**config.mk**
```make
export PLATFORM = sky130hd
export DESIGN_NAME = imu_frame_assembler
export DESIGN_NICKNAME = d
export VERILOG_FILES = /design/src/rtl/imu_frame_pkg.sv /design/src/rtl/frame_fifo2.sv /design/src/rtl/imu_frame_assembler.sv
export SDC_FILE = /design/constraint.sdc
export NUM_CORES = 1
export LEC_CHECK = 0
export ABC_AREA = 1
export ABC_CLOCK_PERIOD_IN_PS = 2700
export CAP_MARGIN = 30
export CORE_ASPECT_RATIO = 1.1
export CORE_UTILIZATION = 47
export DETAILED_ROUTE_END_ITERATION = 12
export PLACE_DENSITY_LB_ADDON = 0.12
export REMOVE_ABC_BUFFERS = 1
export SETUP_SLACK_MARGIN = 0.4
export SYNTH_ARGS = -nofsm -noshare
export SYNTH_HDL_FRONTEND = slang
export SYNTH_SLANG_ARGS = --single-unit
```
**constraint.sdc**
```tcl
create_clock -name rp2350_sck -period 2.7 [get_ports rp2350_sck]
set_input_delay 0.405 -clock rp2350_sck [delete_from_list [all_inputs] [get_ports rp2350_sck]]
set_output_delay 0.405 -clock rp2350_sck [all_outputs]
set_load 0.05 [all_outputs]
```
**src/rtl/imu_frame_pkg.sv**
```systemverilog
// imu_frame_pkg: shared types and constants for the IMU frame assembler (IMU_BIAS_SUB_EN selects bias subtraction in the top)
package imu_frame_pkg;
    localparam int N_AXES     = 6;
    localparam int FIFO_DEPTH = 2;
    localparam int SEQ_MAX_W  = 32;

    typedef enum logic [2:0] {
        AX_GX,
        AX_GY,
        AX_GZ,
        AX_AX,
        AX_AY,
        AX_AZ
    } axis_e;

    typedef enum logic [1:0] {
        F_EMPTY,
        F_ONE,
        F_FULL
    } fifo_state_e;

    typedef struct packed {
        logic [SEQ_MAX_W-1:0] seq;
        logic signed [15:0]   az;
        logic signed [15:0]   ay;
        logic signed [15:0]   ax;
        logic signed [15:0]   gz;
        logic signed [15:0]   gy;
        logic signed [15:0]   gx;
    } frame_t;
endpackage

```
**src/rtl/frame_fifo2.sv**
```systemverilog
// frame_fifo2: two-entry frame FIFO, head always in mem0 so the output is a plain register
module frame_fifo2
    import imu_frame_pkg::*;
(
    input  logic   clk,
    input  logic   rst_n,
    input  logic   push,
    input  logic   pop,
    input  frame_t din,
    output frame_t dout,
    output logic   full,
    output logic   empty
);
    fifo_state_e state_q, state_d;
    frame_t      mem0_q, mem0_d, mem1_q, mem1_d;

    // state and storage registers
    always_ff @(posedge clk or negedge rst_n) begin
        if (!rst_n) begin
            state_q <= F_EMPTY;
            mem0_q  <= '0;
            mem1_q  <= '0;
        end else begin
            state_q <= state_d;
            mem0_q  <= mem0_d;
            mem1_q  <= mem1_d;
        end
    end

    // next state and storage; a push into FULL without a pop is ignored here, the caller flags it
    always_comb begin
        state_d = state_q;
        mem0_d  = mem0_q;
        mem1_d  = mem1_q;
        case (state_q)
            F_EMPTY: begin
                if (push) begin
                    mem0_d  = din;
                    state_d = F_ONE;
                end
            end
            F_ONE: begin
                if (push && pop) begin
                    mem0_d = din;
                end else if (pop) begin
                    state_d = F_EMPTY;
                end else if (push) begin
                    mem1_d  = din;
                    state_d = F_FULL;
                end
            end
            F_FULL: begin
                if (pop) begin
                    mem0_d = mem1_q;
                    if (push) mem1_d = din;
                    else state_d = F_ONE;
                end
            end
            default: state_d = F_EMPTY;
        endcase
    end

    assign dout  = mem0_q;
    assign full  = state_q == F_FULL;
    assign empty = state_q == F_EMPTY;
endmodule

```
**src/rtl/imu_frame_assembler.sv**
```systemverilog
// imu_frame_assembler: collects six IMU words into a frame and queues it for the filter; IMU_BIAS_SUB_EN adds per-axis bias subtraction
module imu_frame_assembler
    import imu_frame_pkg::*;
#(
    parameter int SEQ_W = 8
) (
    input  logic             rp2350_sck,
    input  logic             rp2350_rst_n,
    input  logic [15:0]      word_in,
    input  logic             word_valid,
    input  logic             frame_sync,
`ifdef IMU_BIAS_SUB_EN
    input  logic [95:0]      bias_in,
`endif
    output logic [95:0]      frame_data,
    output logic [SEQ_W-1:0] frame_seq,
    output logic             frame_valid,
    input  logic             frame_ready,
    output logic             ovf,
    input  logic             ovf_clr
);
    axis_e                     idx_q, idx_d, cur_idx;
    logic                      cap_en;
    logic [N_AXES-2:0][15:0]   slot;
    logic [15:0]               word_st;
    logic [SEQ_W-1:0]          seq_cnt;
    logic                      push_req, pop, drop, full, empty;
    frame_t                    push_frame, head;

    // a sync pulse restarts the burst, and a word captured on that edge lands in gx
    always_comb begin
        cur_idx  = frame_sync ? AX_GX : idx_q;
        idx_d    = cap_en ? (cur_idx == AX_AZ ? AX_GX : axis_e'(cur_idx + 3'd1)) : cur_idx;
        push_req = cap_en && cur_idx == AX_AZ;
    end

`ifdef IMU_BIAS_SUB_EN
    logic [15:0] bias_sel;
    logic [16:0] diff;

    // subtract the bias of the axis being captured, clamping to the signed 16-bit range
    always_comb begin
        bias_sel = bias_in[{cur_idx, 4'b0} +: 16];
        diff     = {word_in[15], word_in} - {bias_sel[15], bias_sel};
        word_st  = (diff[16] ^ diff[15]) ? (diff[16] ? 16'h8000 : 16'h7FFF) : diff[15:0];
    end
`else
    // raw word goes straight into the frame
    always_comb word_st = word_in;
`endif

    // the sixth word bypasses the slots so the frame is pushed on its capture edge
    always_comb begin
        push_frame     = '0;
        push_frame.gx  = slot[0];
        push_frame.gy  = slot[1];
        push_frame.gz  = slot[2];
        push_frame.ax  = slot[3];
        push_frame.ay  = slot[4];
        push_frame.az  = word_st;
        push_frame.seq = SEQ_MAX_W'(seq_cnt);
    end

    assign pop         = frame_valid && frame_ready;
    assign drop        = push_req && full && !pop;
    assign frame_valid = !empty;
    assign frame_data  = {head.az, head.ay, head.ax, head.gz, head.gy, head.gx};
    assign frame_seq   = SEQ_W'(head.seq);

    // capture pipeline, axis index and assembly slots
    always_ff @(posedge rp2350_sck or negedge rp2350_rst_n) begin
        if (!rp2350_rst_n) begin
            cap_en <= 1'b0;
            idx_q  <= AX_GX;
            slot   <= '0;
        end else begin
            cap_en <= word_valid;
            idx_q  <= idx_d;
            if (cap_en && cur_idx != AX_AZ) slot[cur_idx] <= word_st;
        end
    end

    // sequence counter advances only on frames the FIFO accepts; a drop beats a clear
    always_ff @(posedge rp2350_sck or negedge rp2350_rst_n) begin
        if (!rp2350_rst_n) begin
            seq_cnt <= '0;
            ovf     <= 1'b0;
        end else begin
            if (push_req && !drop) seq_cnt <= seq_cnt + 1'b1;
            ovf <= drop ? 1'b1 : (ovf_clr ? 1'b0 : ovf);
        end
    end

    frame_fifo2 u_fifo (
        .clk   (rp2350_sck),
        .rst_n (rp2350_rst_n),
        .push  (push_req && !drop),
        .pop   (pop),
        .din   (push_frame),
        .dout  (head),
        .full  (full),
        .empty (empty)
    );
endmodule

```
## Yosys cells after proc, flatten, opt, wreduce, memory -nomap -nowiden

Cells that the tools add are included.

- Multiplexer cells: 24
- Order comparisons: 2
- Add/sub/neg operators: 2
- Eq/ne operators: 11
- Reduce and logical (&&, ||, !) cells: 18

Operators with widths:

| operator | number |
|---|---|
| 2-to-1 mux 128 bit | 4 |
| 2-to-1 mux 104 bit | 3 |
| one-hot mux 104 bit (3 select lines) | 1 |
| one-hot mux 128 bit (2 select lines) | 1 |
| bitwise mux 80 bit | 1 |
| demux 16 bit (select 3 bit) | 1 |
| 2-to-1 mux 16 bit | 1 |
| 2-to-1 mux 2 bit | 6 |
| 2-to-1 mux 3 bit | 3 |
| adder 8 x 1 -> 8 bit (second input constant) | 1 |
| logical AND 1 bit | 8 |
| != test 2 bit (second input constant) | 4 |
| AND reduction 4 bit | 2 |
| one-hot mux 2 bit (3 select lines) | 1 |
| AND reduction 5 bit | 1 |
| < comparator 3 x 4 -> 1 bit (second input constant) | 1 |
| != test 2 x 1 -> 1 bit (second input constant) | 2 |
| nonzero test 2 bit | 2 |
| adder 3 x 1 -> 3 bit (second input constant) | 1 |
| equality test 3 bit (second input constant) | 1 |
| >= comparator 3 x 1 -> 1 bit (second input constant) | 1 |
| zero test 1 bit | 3 |
| != test 3 x 2 -> 1 bit (second input constant) | 1 |
| != test 3 bit (second input constant) | 1 |
| other kinds (5) | 6 |

- Output and inout bits: 106
- Bits in registers: 327

## Logic depth before layout (Yosys ltp)

- Depth after elaboration: 11
- Gate-level depth with buffers: 9

## Hierarchy

From an unflattened synthesis, not the netlist that was laid out.

- Cell total of the unflattened synthesis: 1928
- Area total of the unflattened synthesis: 15907.8 um^2

By module, submodules not included:

| module | cells an instance | times used | seq. area each (um^2) | area each (um^2) |
|---|---|---|---|---|
| frame_fifo2 | 1563 | 1 | 6456.2 | 11984.0 |
| imu_frame_assembler | 365 | 1 | 2327.2 | 3923.8 |

## Least setup slack after synthesis

Ideal clock, no wire load.

- Kind: input-to-reg
- From: input port frame_sync
- To: register u_fifo.mem0_q, in the netlist u_fifo.dout[85]
- Arrival: 1328 ps
- Path slack: 1251 ps
- Stages: 8
- Buffers on the path: 2
- Required time: 2579 ps
- Cell sequence: inv_2 > nand3_1 > nor2_4 > nand2_1 > nand2_2 > buf_4 > buf_6 > a21oi_2

- Word-level cells in the longest chain between the ends: 10
- Elaborated cells on any way between the ends: 11
- Those cells by class: 3 x eq/ne; 1 x mux; 7 x reduce/logical

RTL lines:

| item | RTL line | text |
|---|---|---|
| start, declared | imu_frame_assembler.sv:11 | `input logic frame_sync,` |
| 2-to-1 mux 3 bit (*) | imu_frame_assembler.sv:32 | `cur_idx = frame_sync ? AX_GX : idx_q;` |
| equality test 3 bit (*) | imu_frame_assembler.sv:34 | `push_req = cap_en && cur_idx == AX_AZ;` |
| logical AND 1 bit (*) | imu_frame_assembler.sv:34 |  |
| logical AND 1 bit (2 in a row) | imu_frame_assembler.sv:65 | `assign drop = push_req && full && !pop;` |
| zero test 1 bit | imu_frame_assembler.sv:97 | `.push (push_req && !drop),` |
| logical AND 1 bit (*) | imu_frame_assembler.sv:97 |  |
| logical AND 1 bit | frame_fifo2.sv:43 | `if (push && pop) begin` |
| != test 2 x 1 -> 1 bit (no line) | n/a |  |
| AND reduction 4 bit (no line) (*) | n/a |  |
| end signal, assigned | frame_fifo2.sv:25 | `mem0_q <= mem0_d;` |
| end, declared | frame_fifo2.sv:15 | `frame_t mem0_q, mem0_d, mem1_q, mem1_d;` |

Every way passes the cells marked *; elsewhere a longest branch is shown, timed or not.
A chain may end at the register's enable or synchronous reset.

## Worst setup path after layout

- From: register u_fifo.mem0_q, in the netlist u_fifo.dout[81]
- To: output port frame_data[81]

RTL lines:

| item | RTL line | text |
|---|---|---|
| end, declared | imu_frame_assembler.sv:15 | `output logic [95:0] frame_data,` |

No word-level cell between the ends.

==> impl_metrics.ini <==
[setup_path]
crit_fanout = 2
setup.worst_path.class = reg2out
path_cells = clkdlybuf4s50_1
r2r_slack_ps = 780
r2r_start = u_fifo.state_q[0]
crit_buf_inv = 1
r2r-end = u_fifo.mem1_q[42]
reg2reg_depth = 7
critPathArrivalTime_ps = 1780
worst_setup_path_start_kind = register
path_delay_family = buffers and inverters
slowest_delay_ps = 830
cp-end-kind = output pin
crit_path_top_delay_cell = clkdlybuf4s50_1
cp.required_ps = 2300

[sta]
min_period_ps = 2180
skew_ps = 15.3
timing.fmax_mhz = 458
tightest_slew_ps = 564
min_period_over_period_pct = 80.9
setup_viol = 0
slew_headroom_pct = 62.3
hold_viol_final = 0
rsz0062_at_grt = no
slew_violations = 0

[logic_synthesis]
syn_inst = 1359
synth.avg_cell_area_sq_um = 9.29
synth_edf_count = 0
yosysSeqAreaShare_pct = 60.1
async_flop_share_pct = 100
synth_top_area_cell = dfrtp_1
yosys_warnings = 0
yosysTopAreaCellShare_pct = 60.1
synth_area_leaders = dfrtp_1 60%, nand2_1 9.3%, o21a_1 5.9%
synth_cell_types = 26
syn-cell-area_sq_um = 12600
ys_ff_latch = 303
synth_flop_cell = dfrtp_1

[placement]
numPortBuffers = 127
gp_congestion = 0.768
dp_hpwl_um = 15800

[cells_and_area]
layout_common_cells = 309 x nand2_1, 303 x dfrtp_1, 125 x clkdlybuf4s50_1
fin_nets = 1489
post-route-util_pct = 58.2
drive_gt1_share_pct = 7.20
final_common_cell = nand2_1
area_growth_pct = 20.9
antenna_cells = 0

[clock_tree]
cts_buffer_depth = 3
cts_setup_buffers = 0
cts_buffers = 31
cts_max_level = 1
cts_tree = yes
clock-sinks = 303
clkTransAtPathRegs_ps = 60
root_buffer = clkbuf_16
clkLatencyLatePin_ps = 550

[power_and_ir_drop]
p_int_mw = 10.4
clock_power_share_pct = 23.1
power.density_nw_per_um2 = 1140
peakVddDrop_mv = 0.679
combPwrFrac_pct = 40.2
p_sw_mw = 7.06
p_sw_share_pct = 40.5
leakage_nw = 6.71
sequentialPowerShare_pct = 36.6
total_power_mw = 17.4

[route]
drt_iter0_drc = 534
firstDrtPassIters = 5
routed_wl_um = 26100
via_count = 9106
ant_nets = 0
drt-wirelength-per-cell_um = 14.2
drc = 0
viasPerCell = 4.95

[floorplan]
fp-row-count = 62
ios = 128
die_x_um = 158
die_area_sq_um = 27500
die_height_um = 174
start_util_pct = 48.1
coreArea_sq_um = 26200

[global_routing]
overflow = 0
grt_first_pass_wirelength_um = 44500
grt.total_usage_pct = 20.0
antenna_found_initial = 0
grt_max_degree = 116
grt_pass1_vias = 8860

[status]
status = finished clean

[worst_hold_path]
hold_path_end = cap_en
holdCritPathClass = in2reg
hp-start = word_valid
whs_path_depth = 1

[run]
cap_viol_max_count = 0
[stage by stage]
stage	hold WS (ps)	std cells	setup slack (ps)	cell area [sq um]	setup TNS, ps
after global placement	413	1784	448	14300	0
final	318	1839	516	15300	0
after global routing	292	1839	469	15300	0
after floorplan	109	1276	-4700	12200	-882480
after CTS	303	1839	490	15300	0
after detailed placement	420	1784	383	14300	0
[cell usage after synthesis (3+ instances only)]
cell / instances
a21oi_1: 97
a21oi_2: 16
buf_2: 29
buf_4: 14
buf_6: 9
clkbuf_1: 31
dfrtp_1: 303
inv_1: 115
nand2_1: 311
nand2_2: 3
nand3_1: 6
nor2_1: 117
o21a_1: 100
o21ai_0: 84
o21ai_1: 102
o21ai_2: 3
xor2_1: 7
[worst max path at each step]
stage / start / endpoint / slack (ps) / cells past startpoint
5_1_grt: u_fifo.dout[81] / frame_data[81] / 470 / 1
3_5_place_dp: frame_sync / u_fifo.dout[32] / 380 / 9
3_3_place_gp: frame_sync / u_fifo.dout[12] / 450 / 9
2_1_floorplan: u_fifo.state_q[0] / u_fifo.dout[62] / -4700 / 5
4_1_cts: u_fifo.dout[65] / frame_data[65] / 490 / 1
6_report: u_fifo.dout[81] / frame_data[81] / 520 / 1
[cells by family after synthesis]
| group | after synthesis | synth area share, % |
|---|---|---|
| xor+xnor | 7 | 0.486 |
| buf+inv | 200 | 7.19 |
| flops | 303 | 60.1 |
| simple gates | 445 | 13.6 |
| fa+ha+maj | 1 | 0.0991 |
| compound gates | 403 | 18.5 |
[power groups by stage]
stage / combinational [mW] / sequential [mW] / clock [mW]
floorplan: 2.01 / 9.11 / 0
global placement: 6.98 / 6.46 / 0
detailed placement: 7.07 / 6.47 / 0
CTS: 7.10 / 6.41 / 4.15
global route: 7.53 / 6.54 / 4.32
finish: 7.02 / 6.39 / 4.03
[flip-flops by register name, indices dropped and copies added, names as in the netlist]
signal	flops
u_fifo.mem1_q	104
push_frame	80
cap_en	1
u_fifo.dout	104
ovf	1
seq_cnt	8
u_fifo.state_q	2
idx_q	3
[per-layer routing]
layer  up-vias  share of wire (%)  global-route usage (%)
met3        24                3.7                    2.63
met2       140                 47                    33.4
li1       4586                  -                       -
met1      4356                 48                    28.0
met5         -                  0                       0
met4         0                1.1                    3.77
[timing repair]
| action | in CTS | in global routing |
|---|---|---|
| endpoints found under the setup margin | 1 | 0 |
| hold buffers | 1 | 0 |
| resized for setup | 1 | 0 |
| endpoints found under the hold margin | 61 | 0 |
[cell type report]
cell class	instances	area, sq um
Fill cell	2376	11000
Sequential cell	303	7580
Multi-Input combinational cell	856	4160
Timing Repair Buffer	157	1670
Clock buffer	47	926
Tap cell	352	440
Inverter	117	439
Clock inverter	7	42.5
(Power assumes the default switching activity.)
